File: src/rtl/cpu_oci_trace_capture.sv
`default_nettype none
// ============================================================================
// Module  : cpu_oci_trace_capture
// Purpose : OCI trace FIFO with overflow counting and an end-of-test drain.
//           Optional CPU_OCI_TRACE_TIMESTAMP_EN prefixes entries with a cycle stamp.
// Rev     : 1.0
// ============================================================================
module cpu_oci_trace_capture #(
    parameter int DATA_W = 30,
    parameter int CNT_W  = 4,
    parameter int DEPTH  = 16,
    parameter int ADDR_W = 4,
    parameter int OVF_W  = 16,
    parameter int TS_W   = 16,
`ifdef CPU_OCI_TRACE_TIMESTAMP_EN
    localparam int ENTRY_W = TS_W + CNT_W + DATA_W
`else
    // TS_W is kept in the parameter list so both builds share one interface.
    localparam int ENTRY_W = CNT_W + DATA_W + 0 * TS_W
`endif
) (
    input  logic               clk,
    input  logic               reset,
    input  logic [DATA_W-1:0]  dct_buffer,
    input  logic [CNT_W-1:0]   dct_count,
    input  logic               dct_valid,
    input  logic               test_ending,
    output logic               rd_valid,
    input  logic               rd_ready,
    output logic [ENTRY_W-1:0] rd_data,
    output logic [ADDR_W:0]    fill_level,
    output logic [OVF_W-1:0]   overflow_cnt,
    output logic               busy,
    output logic               test_has_ended
);

    typedef enum logic [1:0] {
        S_CAPTURE = 2'd0,
        S_DRAIN   = 2'd1,
        S_ENDED   = 2'd2
    } state_t;

    state_t              r_state;
    state_t              w_state_nxt;
    logic [ENTRY_W-1:0]  r_mem [DEPTH];
    logic [ADDR_W:0]     r_wr_ptr;
    logic [ADDR_W:0]     r_rd_ptr;
    logic [ADDR_W:0]     w_wr_ptr_nxt;
    logic [ADDR_W:0]     w_rd_ptr_nxt;
    logic [ADDR_W:0]     w_fill_nxt;
    logic [ADDR_W-1:0]   w_head_addr;
    logic [ENTRY_W-1:0]  r_rd_data;
    logic [ENTRY_W-1:0]  w_entry;
    logic [ENTRY_W-1:0]  w_head_nxt;
    logic [OVF_W-1:0]    r_ovf;
    logic                w_empty;
    logic                w_full;
    logic                w_pop;
    logic                w_push_req;
    logic                w_push;
    logic                w_drop;

`ifdef CPU_OCI_TRACE_TIMESTAMP_EN
    logic [TS_W-1:0]     r_ts;

    always_ff @(posedge clk) begin
        if (reset) begin
            r_ts <= '0;
        end else begin
            r_ts <= r_ts + TS_W'(1);
        end
    end

    assign w_entry = {r_ts, dct_count, dct_buffer};
`else
    assign w_entry = {dct_count, dct_buffer};
`endif

    assign w_empty    = (r_wr_ptr == r_rd_ptr);
    assign w_full     = (r_wr_ptr[ADDR_W] != r_rd_ptr[ADDR_W]) &&
                        (r_wr_ptr[ADDR_W-1:0] == r_rd_ptr[ADDR_W-1:0]);
    assign w_pop      = !w_empty && rd_ready;
    assign w_push_req = (r_state == S_CAPTURE) && dct_valid && (dct_count != '0);
    // A full FIFO still accepts a word when the head leaves in the same cycle.
    assign w_push     = w_push_req && (!w_full || w_pop);
    assign w_drop     = w_push_req && w_full && !w_pop;

    assign w_wr_ptr_nxt = r_wr_ptr + {{ADDR_W{1'b0}}, w_push};
    assign w_rd_ptr_nxt = r_rd_ptr + {{ADDR_W{1'b0}}, w_pop};
    assign w_fill_nxt   = w_wr_ptr_nxt - w_rd_ptr_nxt;
    assign w_head_addr  = w_rd_ptr_nxt[ADDR_W-1:0];

    // The registered head must bypass the array when the next head is the word being written now.
    always_comb begin
        w_head_nxt = '0;
        if (w_fill_nxt != '0) begin
            if (w_push && (w_head_addr == r_wr_ptr[ADDR_W-1:0])) begin
                w_head_nxt = w_entry;
            end else begin
                w_head_nxt = r_mem[w_head_addr];
            end
        end
    end

    always_ff @(posedge clk) begin
        if (w_push) begin
            r_mem[r_wr_ptr[ADDR_W-1:0]] <= w_entry;
        end
    end

    always_ff @(posedge clk) begin
        if (reset) begin
            r_wr_ptr  <= '0;
            r_rd_ptr  <= '0;
            r_rd_data <= '0;
            r_ovf     <= '0;
        end else begin
            r_wr_ptr  <= w_wr_ptr_nxt;
            r_rd_ptr  <= w_rd_ptr_nxt;
            r_rd_data <= w_head_nxt;
            if (w_drop && (r_ovf != '1)) begin
                r_ovf <= r_ovf + OVF_W'(1);
            end
        end
    end

    always_ff @(posedge clk) begin
        if (reset) begin
            r_state <= S_CAPTURE;
        end else begin
            r_state <= w_state_nxt;
        end
    end

    always_comb begin
        w_state_nxt    = r_state;
        busy           = 1'b1;
        test_has_ended = 1'b0;
        case (r_state)
            S_CAPTURE: begin
                if (test_ending) begin
                    w_state_nxt = S_DRAIN;
                end
            end
            S_DRAIN: begin
                if (w_empty) begin
                    w_state_nxt = S_ENDED;
                end
            end
            S_ENDED: begin
                busy           = 1'b0;
                test_has_ended = 1'b1;
            end
            default: begin
                w_state_nxt = S_CAPTURE;
            end
        endcase
    end

    assign rd_valid     = !w_empty;
    assign rd_data      = r_rd_data;
    assign fill_level   = r_wr_ptr - r_rd_ptr;
    assign overflow_cnt = r_ovf;

endmodule
`default_nettype wire

File: config.mk
export PLATFORM = sky130hd
export DESIGN_NAME = cpu_oci_trace_capture
export DESIGN_NICKNAME = d
export VERILOG_FILES = /design/src/rtl/cpu_oci_trace_capture.sv
export SDC_FILE = /design/constraint.sdc
export NUM_CORES = 1
export LEC_CHECK = 0
export CORE_MARGIN = 2
export CORE_UTILIZATION = 24
export DETAILED_ROUTE_END_ITERATION = 10
export PLACE_DENSITY_LB_ADDON = 0.2
export SYNTH_ARGS = -nofsm -noshare
export SYNTH_HDL_FRONTEND = slang
export SYNTH_SLANG_ARGS = --single-unit
File: constraint.sdc
create_clock -name clk -period 6.9 [get_ports clk]
set_input_delay 1.035 -clock clk [delete_from_list [all_inputs] [get_ports clk]]
set_output_delay 1.035 -clock clk [all_outputs]
set_load 0.02 [all_outputs]
# == Yosys cells after proc, flatten, opt, wreduce, memory -nomap -nowiden ==
# Memory sizes are Yosys's and may differ from the RTL's. A register that Yosys moved wholly into a read port is not among the register bits.
# Index checks and enable logic that the tools add are counted.
# word_totals
in_bits,39
mem_bits_rw,544
elab_cells,44
memories,1
output_inout_bits,58
register_bits,28
latch_bits,0
romBits,0
# classes
eq_ne,8
n_reduce_logical,17
mux,7
addsub,5
div,0
n_mul,0
n_lt_le_gt_ge,0
shifts,0
bitwise,2
# mem_list
memory,depth,width,rd,rd_ports_with_merged_regs,write_ports,line,source
r_mem,16,34,1,1,1,45,logic [ENTRY_W-1:0] r_mem [DEPTH];
# ops
cell,n
"16-bit by 1-bit adder with 16-bit output, second input constant",1
"16-bit != test, second input constant",1
5-bit by 1-bit adder with 5-bit output,2
5-bit subtractor,2
1-bit logical AND,8
2-bit one-hot mux with 3 select lines,1
5-bit equality test,1
5-bit nonzero test,1
4-bit equality test,1
1-bit two-way mux,4
2-bit two-way mux,2
"2-bit != test, second input constant",2
4-bit nonzero test,1
1-bit logical NOT,3
3-bit AND reduction,1
"2-bit by 1-bit equality test with 1-bit output, second input constant",1
"2-bit equality test, second input constant",1
2-bit logical NOT,1
1-bit NOT,2
2-bit OR reduction,1
1-bit logical OR,1
1-bit != test,1

# == Logic depth before layout (Yosys ltp) ==
# depth
word_depth,10
depth_mapped,19
mapped_depth_nobuf,15

# == Worst setup path before layout ==
# OpenSTA, ideal clock, no wires.
# synth_path
path_type,input to register
startpoint,in dct_count[1]
endpoint,"mem r_mem[0][0] (netlist name), enable pin"
path_buffers,0
path_slack_ns,1.178
arrival_ns,5.200
path_stages,5
required_ns,6.378
setup_time_ns,0.522
path_cell_list,nor4_1 > nor4b_4 > nand2b_4 > nor2_1 > nor4b_1
# synth_between
elab_chain_cells,5
# synth_lines
element,line,source
from (decl),25,"input logic [CNT_W-1:0] dct_count,"
4-bit nonzero test,83,assign w_push_req = (r_state == S_CAPTURE) && dct_valid && (dct_count != '0);
1-bit logical AND,83,
1-bit logical AND,85,assign w_push = w_push_req && (!w_full || w_pop);
1-bit two-way mux,106,if (w_push) begin
1-bit two-way mux (implied by the code),107,r_mem[r_wr_ptr[ADDR_W-1:0]] <= w_entry;
to (decl),45,
# No other way between the ends.

# == Worst setup path after layout ==
# layout_path
startpoint,in dct_count[0]
endpoint,"reg r_rd_data[7] (netlist: rd_data[7]), read port of r_mem"
# layout_between
elab_chain_cells,8
# layout_lines
element,line,source
4-bit nonzero test,83,
1-bit logical AND,83,
1-bit logical AND,85,
5-bit by 1-bit adder with 5-bit output,88,"assign w_wr_ptr_nxt = r_wr_ptr + {{ADDR_W{1'b0}}, w_push};"
net w_wr_ptr_nxt[1],48,logic [ADDR_W:0] w_wr_ptr_nxt;
5-bit subtractor,90,assign w_fill_nxt = w_wr_ptr_nxt - w_rd_ptr_nxt;
5-bit nonzero test,96,if (w_fill_nxt != '0) begin
1-bit NOT (no line),--,
2-bit OR reduction (no line),--,
to (decl),52,logic [ENTRY_W-1:0] r_rd_data;
# The timed path passes the listed nets, and every way through them passes these cells.
# A chain may end at the register's enable or synchronous reset.

==> flow_metrics.env <==
export IMPL_grt_pass1_vias=12616
export IMPL_drt_antenna_violating_nets=0
export IMPL_synth_nets=1219
export IMPL_final_min_clock_period_ps=5030
export IMPL_synth_xor_area_share_pct=1.22
export IMPL_status="completed"
export IMPL_clockRootBuffer="clkbuf_16"
export IMPL_design_area_mm2=0.0282
export IMPL_cts_hold_buf=0
export IMPL_synth_ff_type="edfxtp_1"
export IMPL_yosysWarningCount=0
export IMPL_antenna_found_initial=3
export IMPL_synthArstFlopShare_pct=0
export IMPL_numCtsBuffers=67
export IMPL_critPathLaunchType="primary input"
export IMPL_maxCapViolations=0
export IMPL_synth_top_family_by_area="multiplexers"
export IMPL_period_share_pct=72.9
export IMPL_ys_seq_area_share_pct=74.7
export IMPL_synth_edf_count=544
export IMPL_totalWireLength_mm=62.9
export IMPL_worst_slack_ps=1870
export IMPL_die_w_um=317
export IMPL_port_buffers=96
export IMPL_vias_per_cell=4.44
export IMPL_drive_gt1_share_pct=23.1
export IMPL_max_clock_path_buffers=3
export IMPL_clock_latency_ps=610
export IMPL_timing_fmax_mhz=199
export IMPL_crit_type="in2reg"
export IMPL_slew_violations=0
export IMPL_setup_tns_ps=0
export IMPL_syn2layout_area_growth_pct=20.0
export IMPL_rows=114
export IMPL_fp_dieH_um=317
export IMPL_n_fill_cell=9527
export IMPL_critical_path_required_ps=7330
export IMPL_synth_cell_type_count=52
export IMPL_synth_seq_cells=606
export IMPL_drt_iter0_drc=942
export IMPL_power_total_mw=11.2
export IMPL_placed_area_mm2=0.0261
export IMPL_synthSimpleGateAreaFrac_pct=3.19
export IMPL_synth_area_mm2=0.0235
export IMPL_post_cts_resized=0
export IMPL_syn_avg_cell_area_um2=20.2
export IMPL_hold_viol_final=0
export IMPL_worst_path_max_fanout=18
export IMPL_drtPass1Iterations=5
export IMPL_dp_hpwl_mm=31.6
export IMPL_routedWlPerCell_um=24.0
export IMPL_min_path_type="reg2reg"
export IMPL_cts_tree="yes"
export IMPL_multi_input_area_mm2=0.00569
export IMPL_grt_pass1_wl_mm=90.6
export IMPL_cp_arrival_ps=5460
export IMPL_design_core_area_mm2=0.0970
export IMPL_cts_setup_buffers=0
export IMPL_max_slew_margin_rel_pct=13.6
export IMPL_p_leak_nw=8.55
export IMPL_num_vias=11661
export IMPL_grt_usage_pct=12.6
export IMPL_fin_worst_skew_ps=22.1
export IMPL_irDropWorstVdd_v=0.000648
export IMPL_synthAdderAreaFrac_pct=0.830
export IMPL_powerDensity_mw_per_mm2=396
export IMPL_nets=1348
export IMPL_clock_sinks=606
export IMPL_dpl_worst_slack_ps=1140
export IMPL_synth_area_mux_share_pct=13.1
export IMPL_worst_pin_slew_ps=1280
export IMPL_grt_max_degree=94
export IMPL_htreeDepth=3
export IMPL_place_congestion=0.681
export IMPL_worst_setup_path_end_kind="register"
export IMPL_gr_total_overflow=0
export IMPL_drc=0
export IMPL_antenna_cells=0
export IMPL_start_util_pct=24.3
export IMPL_rsz0062_at_grt="no"
export IMPL_seq_area_mm2=0.0176
export IMPL_io_pins=97
export IMPL_synth_compound_area_share_pct=5.22
export IMPL_fp_dieArea_mm2=0.101
export IMPL_path_clk_slew_ps=60
export IMPL_postSynthCellCount=1165
export IMPL_final_setup_viol_count=0
## registers in the layout (all words and copies together) (netlist names)
register and flops:
overflow_cnt 16, r_mem 544, r_rd_ptr 5, r_state 2, r_wr_ptr 5, rd_data 34
## cell families (layout without fill, tap and decap cells)
group / after synthesis / after routing
multiplexers: 138 / 138
buffers and inverters: 85 / 269
adder cells (fa/ha/maj): 15 / 15
XOR/XNOR: 28 / 28
AND/OR/NAND/NOR: 141 / 141
AO/OA/AOI/OAI: 152 / 152
flip-flops: 606 / 606
## power by group
part	internal [mW]	total [mW]	leakage [nW]	switching (mW)
clock	1.95	3.42	1.02	1.47
combinational	1.71	3.49	2.12	1.78
sequential	4.18	4.26	5.41	0.0872
## Yosys cell counts, drive strengths merged (4+ instances only)
cell type	instances	area (um^2)
edfxtp	544	16300
mux4	136	3060
a22oi	68	510
dfxtp	62	1240
nand2	48	180
buf	41	241
nor2	38	165
a21o	37	278
a211oi	34	355
clkbuf	24	93.8
xnor2	23	235
inv	20	75.1
ha	14	175
nor4	10	83.8
nand3	7	40.0
nor3	7	40.0
a21oi	6	33.8
nor2b	6	37.5
nor4b	6	67.6
nand4	5	31.3
xor2	5	51.3
nand2b	4	32.5
## metrics by stage
step,cells,util (%),hold WS (ps)
4_1_cts,2625,29.1,526
3_5_place_dp,2501,27.0,517
2_1_floorplan,1165,-,494
3_3_place_gp,2501,27.0,509
5_1_grt,2625,29.1,569
6_report,2625,29.1,524
## cells in the final DEF, fill, tap and decap left out, types with 25 or more instances in the layout
| cell type | synthesis | routed |
|---|---|---|
| clkbuf_16 | 0 | 67 |
| buf_4 | 8 | 28 |
| nand2_1 | 48 | 48 |
| clkdlybuf4s50_1 | 0 | 95 |
| a22oi_1 | 68 | 68 |
| clkbuf_1 | 23 | 25 |
| a21o_1 | 37 | 37 |
| dfxtp_1 | 62 | 62 |
| mux4_2 | 136 | 136 |
| edfxtp_1 | 544 | 544 |
| nor2_1 | 35 | 25 |
## critical path: stages
cell,delay [ps]
clkdlybuf4s50_1,730
nor4_1,760
nor4b_4,120
nand2b_4,160
inv_1,90
ha_1,210
ha_1,290
ha_1,310
nor2b_1,150
o21a_1,160
o21a_1,170
or3_1,380
a21oi_4,490
buf_4,320
a211oi_1,70
## path summary, 6_finish.rpt
| kind | from | to | slack [ps] | cells past startpoint |
|---|---|---|---|---|
| worst min-delay path | overflow_cnt[1] | overflow_cnt[1] | 520 | 2 |
| worst max register to register | r_wr_ptr[0] | rd_data[7] | 1920 | 16 |
| worst max-delay path | dct_count[0] | rd_data[7] | 1870 | 15 |
| worst min register to register | overflow_cnt[1] | overflow_cnt[1] | 520 | 2 |
## per-layer routing
metal  GRT usage (%)  share of wire [%]
met5               0              0.056
met4            3.47                1.7
met3            2.28                4.4
met2            22.0                 51
met1            16.0                 42
## final cells by class
type / count / area share [%]
Tap cell: 1276 / 5.66
Multi-Input combinational cell: 474 / 20.2
Clock buffer: 96 / 6.47
Sequential cell: 606 / 62.3
Clock inverter: 28 / 0.935
Timing Repair Buffer: 125 / 4.25
Inverter: 20 / 0.266
Note: power is estimated with default switching activity, not from simulation.
